===== src/rtl/seven_seg_pkg.sv =====
// Shared constants and state types for the scanned two-digit 7-segment controller.
package seven_seg_pkg;

    // Segment patterns {g,f,e,d,c,b,a}, active-high.
    localparam logic [6:0] SEG_DIGIT [0:9] = '{
        7'h3F, 7'h06, 7'h5B, 7'h4F, 7'h66,
        7'h6D, 7'h7D, 7'h07, 7'h7F, 7'h6F
    };
    localparam logic [6:0] SEG_BLANK = 7'h00;
    localparam logic [6:0] SEG_DASH  = 7'h40;

    typedef enum logic [1:0] {
        IDLE,
        CONVERT,
        COMMIT
    } load_state_e;

    typedef enum logic [1:0] {
        RIGHT,
        BLANK_R,
        LEFT,
        BLANK_L
    } scan_phase_e;

endpackage


===== src/rtl/bcd_to_seven_segment.sv =====
// Combinational BCD digit to 7-segment pattern; non-decimal codes render blank.
module bcd_to_seven_segment
    import seven_seg_pkg::*;
(
    input  logic [3:0] bcd_i,
    output logic [6:0] seg_o
);

    always_comb begin
        seg_o = SEG_BLANK;
        if (bcd_i <= 4'd9) begin
            seg_o = SEG_DIGIT[bcd_i];
        end
    end

endmodule


===== src/rtl/seven_segment_scan_controller.sv =====
// Accepts a 0-99 value, converts it to two digits by repeated subtraction, and scans both
// digits onto one shared segment bus. Optional macro LEADING_ZERO_BLANK_EN blanks a zero tens digit.
module seven_segment_scan_controller
    import seven_seg_pkg::*;
#(
    parameter int REFRESH_CYCLES = 50000,
    parameter int BLANK_CYCLES   = 4
) (
    input  logic       clk,
    input  logic       rstN,
    input  logic [6:0] decimalNumber,
    input  logic       loadValid,
    output logic       loadReady,
    output logic       busy,
    output logic [6:0] segments,
    output logic [1:0] digitEnable,
    output logic       overflowError
);

    localparam int MAX_CYCLES = (REFRESH_CYCLES > BLANK_CYCLES) ? REFRESH_CYCLES : BLANK_CYCLES;
    localparam int CNT_W      = (MAX_CYCLES > 1) ? $clog2(MAX_CYCLES) : 1;
    localparam logic [CNT_W-1:0] REFRESH_LAST = CNT_W'(REFRESH_CYCLES - 1);
    localparam logic [CNT_W-1:0] BLANK_LAST   = CNT_W'(BLANK_CYCLES - 1);

    load_state_e state_q, state_d;
    logic [6:0]  rem_q, rem_d;
    logic [3:0]  tens_q, tens_d;
    logic        ovf_pend_q, ovf_pend_d;
    logic [3:0]  shown_tens_q, shown_tens_d;
    logic [3:0]  shown_units_q, shown_units_d;
    logic        dash_q, dash_d;
    logic        overflow_q, overflow_d;

    scan_phase_e      phase_q, phase_d;
    logic [CNT_W-1:0] cnt_q, cnt_d;

    logic [3:0] sel_digit;
    logic [6:0] sel_seg;

    always_ff @(posedge clk or negedge rstN) begin
        if (!rstN) begin
            state_q       <= IDLE;
            rem_q         <= '0;
            tens_q        <= '0;
            ovf_pend_q    <= 1'b0;
            shown_tens_q  <= '0;
            shown_units_q <= '0;
            dash_q        <= 1'b0;
            overflow_q    <= 1'b0;
            phase_q       <= RIGHT;
            cnt_q         <= '0;
        end else begin
            state_q       <= state_d;
            rem_q         <= rem_d;
            tens_q        <= tens_d;
            ovf_pend_q    <= ovf_pend_d;
            shown_tens_q  <= shown_tens_d;
            shown_units_q <= shown_units_d;
            dash_q        <= dash_d;
            overflow_q    <= overflow_d;
            phase_q       <= phase_d;
            cnt_q         <= cnt_d;
        end
    end

    always_comb begin
        state_d = state_q;
        case (state_q)
            IDLE:    if (loadValid) state_d = (decimalNumber > 7'd99) ? COMMIT : CONVERT;
            CONVERT: if (rem_q < 7'd10) state_d = COMMIT;
            COMMIT:  state_d = IDLE;
            default: state_d = IDLE;
        endcase
    end

    // Conversion datapath; the shown digits only change in COMMIT so the display never tears.
    always_comb begin
        rem_d         = rem_q;
        tens_d        = tens_q;
        ovf_pend_d    = ovf_pend_q;
        shown_tens_d  = shown_tens_q;
        shown_units_d = shown_units_q;
        dash_d        = dash_q;
        overflow_d    = overflow_q;
        case (state_q)
            IDLE: begin
                if (loadValid) begin
                    rem_d      = decimalNumber;
                    tens_d     = '0;
                    ovf_pend_d = (decimalNumber > 7'd99);
                end
            end
            CONVERT: begin
                if (rem_q >= 7'd10) begin
                    rem_d  = rem_q - 7'd10;
                    tens_d = tens_q + 4'd1;
                end
            end
            COMMIT: begin
                shown_tens_d  = tens_q;
                shown_units_d = rem_q[3:0];
                dash_d        = ovf_pend_q;
                overflow_d    = ovf_pend_q;
            end
            default: ;
        endcase
    end

    always_comb begin
        loadReady     = (state_q == IDLE);
        busy          = (state_q != IDLE);
        overflowError = overflow_q;
    end

    // Free-running scan: the counter wraps to zero on every phase change.
    always_comb begin
        phase_d = phase_q;
        cnt_d   = cnt_q + 1'b1;
        if ((((phase_q == RIGHT) || (phase_q == LEFT)) && (cnt_q == REFRESH_LAST)) ||
            (((phase_q == BLANK_R) || (phase_q == BLANK_L)) && (cnt_q == BLANK_LAST))) begin
            cnt_d = '0;
            case (phase_q)
                RIGHT:   phase_d = BLANK_R;
                BLANK_R: phase_d = LEFT;
                LEFT:    phase_d = BLANK_L;
                default: phase_d = RIGHT;
            endcase
        end
    end

    assign sel_digit = (phase_q == LEFT) ? shown_tens_q : shown_units_q;

    bcd_to_seven_segment u_decode (
        .bcd_i (sel_digit),
        .seg_o (sel_seg)
    );

    always_comb begin
        digitEnable = 2'b00;
        segments    = SEG_BLANK;
        case (phase_q)
            RIGHT: begin
                digitEnable = 2'b01;
                segments    = dash_q ? SEG_DASH : sel_seg;
            end
            LEFT: begin
                digitEnable = 2'b10;
`ifdef LEADING_ZERO_BLANK_EN
                segments    = dash_q ? SEG_DASH : ((shown_tens_q == 4'd0) ? SEG_BLANK : sel_seg);
`else
                segments    = dash_q ? SEG_DASH : sel_seg;
`endif
            end
            default: ;
        endcase
    end

endmodule

===== config.mk =====
export PLATFORM = sky130hd
export DESIGN_NAME = seven_segment_scan_controller
export DESIGN_NICKNAME = d
export VERILOG_FILES = /design/src/rtl/seven_seg_pkg.sv /design/src/rtl/bcd_to_seven_segment.sv /design/src/rtl/seven_segment_scan_controller.sv
export SDC_FILE = /design/constraint.sdc
export NUM_CORES = 1
export LEC_CHECK = 0
export BUFFER_PORTS_ARGS = -buffer_cell sky130_fd_sc_hd__buf_4
export CAP_MARGIN = 30
export CORE_MARGIN = 3
export CORE_UTILIZATION = 54
export CTS_CLUSTER_DIAMETER = 40
export DETAILED_ROUTE_END_ITERATION = 16
export PLACE_DENSITY = 0.75
export SLEW_MARGIN = 20
export SYNTH_ARGS = -nofsm -noshare
export SYNTH_HDL_FRONTEND = slang
export SYNTH_SLANG_ARGS = --single-unit

===== constraint.sdc =====
create_clock -name clk -period 3.7 [get_ports clk]
set_input_delay 0.185 -clock clk [delete_from_list [all_inputs] [get_ports clk]]
set_output_delay 0.185 -clock clk [all_outputs]
set_load 0.005 [all_outputs]

==> metrics.csv <==
metric;value;unit
place.gp.congestion;0.834;
dpl_worst_slack;1.23;ns
power.static_leakage;1.12;nW
fin_ws;1.02;ns
hold_path.class;in2reg;
worstSetupEndpointType;primary output;
ant_nets;0;
numCtsBuffers;5;
rsz0062_at_grt;no;
startpoint_type;flop;
post_cts_buffers;0;
grt_pass1_wl;7.73;mm
status;complete, no violations;
synth_cell_types;49;
power.total;1.80;mW
die_x;70.5;µm
tightest_slew;0.769;ns
skew;0.00483;ns
overflow;0;
worstPathArrival;2.50;ns
num_antenna_cells;0;
drt_iter0_drc;78;
hold_ws;0.0889;ns
synth_seq_cells;41;
hpwl;3.09;mm
slew_headroom;0.482;
drv_cap;0;
fmax;373;MHz
fp.dieH;70.5;µm
core;3830;µm²
via_count;1728;
ios;22;
holdBufCountCts;1;
area_growth;13.0;%
fp-row-count;22;
critPathMaxFanout;6;
final_common_cell;dfrtp_1;
critPathKind;reg2out;
port-buffer-count;21;
yosysWarningCount;0;
finalSetupTns;0;ns
syn_area_per_cell;10.0;µm²
seq_area_frac_synth;0.456;
grt_pass1_vias;1650;
die-area;4980;µm²
fill_cells;323;
ys_async_sr_fraction;1.00;
worstPathCellList;inv_1 > ha_1 > mux2i_1 > inv_1 > ha_1 > o31ai_1 > a21oi_1 > buf_4;
start_util;0.588;
synth_cells;224;
slew_viol_final;0;
clkSinkCount;41;
power.density;709;nW/µm²
first_pass_iters;4;
finalHoldViolCount;0;
ys.flop_type;dfrtp_1;
cts_tree;built;
drt-total-wl;4.44;mm
cpPeakStageDelay;0.45;ns
h-tree-depth;2;
drc;0;
setup_viol;0;
grt_usage;0.193;
avgViaCountPerCell;5.90;
antenna_found_initial;0;
wl_per_cell;15.1;µm
period_share;0.725;
mostFrequentLayoutCells;41 x dfrtp_1, 22 x nor2_1, 21 x buf_4;
clock_path_buffers;2;
peakVddDrop;351;µV
slowest_stage;mux2i_1;
post_cts_resized;0;
syn_area;2250;µm²
synth_fp_nets;244;
final.min_clock_period;2.68;ns
crit_required;3.51;ns
r2r_setup_slack;1.21;ns
grt_start_max_net_pins;42;
nets;264;
cts_root_buf;clkbuf_8;
path_clk_slew;0.08;ns
synth_edf_count;0;
drive_gt1_frac;0.184;
insertion_delay;0.29;ns
-- cell families (layout without fill, tap and decap cells) --
kind of cell               count (synthesis)  after routing  synth area share
muxes                                     13             13            0.0645
AOI/OAI and AO/OA                         41             41             0.134
and+or+nand+nor                           85             85             0.194
DFF                                       41             41             0.456
xor gates and xnor gates                  14             14            0.0545
adders and majority gates                 10             10            0.0556
buffers and inverters                     20             41            0.0412
-- flip-flops by register name, summed over array words and instances (netlist names) --
signal,cells
state_q,2
ovf_pend_q,1
phase_q,2
overflowError,1
shown_units_q,4
rem_q,7
shown_tens_q,4
tens_q,4
cnt_q,16
-- power breakdown --
| group | internal, mW | switching (mW) |
|---|---|---|
| clock | 0.220 | 0.152 |
| combinational | 0.367 | 0.390 |
| sequential | 0.567 | 0.107 |
-- per-layer routing --
layer  global-route usage  wire length [µm]
met3               0.0355               211
met2                0.288              1980
met4               0.0564                54
met1                0.289              2190
met5                    0                 0
-- metrics by stage --
stage                     std cells   util  cell area [µm²]
after floorplan                 224      -             2250
after global placement          284  0.631             2420
after detailed placement        284  0.631             2420
after CTS                       293  0.664             2540
after global routing            293  0.664             2540
final                           293  0.664             2540
-- final timing paths --
kind	start	to	cells past startpoint
setup / recovery	phase_q[0]	segments[3]	8
hold / removal	decimalNumber[0]	rem_q[0]	3
setup reg to reg	phase_q[0]	phase_q[1]	6
hold reg to reg	shown_units_q[1]	shown_units_q[1]	2
max in group asynchronous	rstN	cnt_q[5]	2
min in group asynchronous	rstN	cnt_q[10]	2
-- Yosys cell counts (all sizes together) (3+ instances only) --
library cell	count	area share
inv	11	0.018
nor2	23	0.039
mux2	9	0.045
ha	10	0.056
nand2	18	0.031
nand3	14	0.031
a31oi	3	0.0083
o21ai	5	0.011
xor2	5	0.019
o31ai	6	0.020
mux2i	4	0.019
nor4	4	0.011
o22ai	3	0.0083
xnor2	9	0.035
a21oi	9	0.022
nand4	5	0.014
nand2b	4	0.011
buf	4	0.014
o211ai	4	0.013
clkbuf	5	0.0083
dfrtp	41	0.46
-- final cells by class --
type                    instances  area, µm²  share of cell area
well taps                      48       60.1              0.0236
multi-input cells             163       1130               0.445
flip-flops and latches         41       1030               0.404
repair buffers                 22        168              0.0659
clock inverters                 1       30.0              0.0118
inverters                      11       41.3              0.0162
clock buffers                   7       86.3              0.0340
-- critical path: cells and delay by family, from the launching register on --
kind	cells	cell delay (ns)
muxes	1	0.45
AOI/OAI and AO/OA	2	0.33
adders and majority gates	2	0.60
buffers and inverters	3	0.42
DFF	1	0.41
Power figures use the tool's default switching activity.
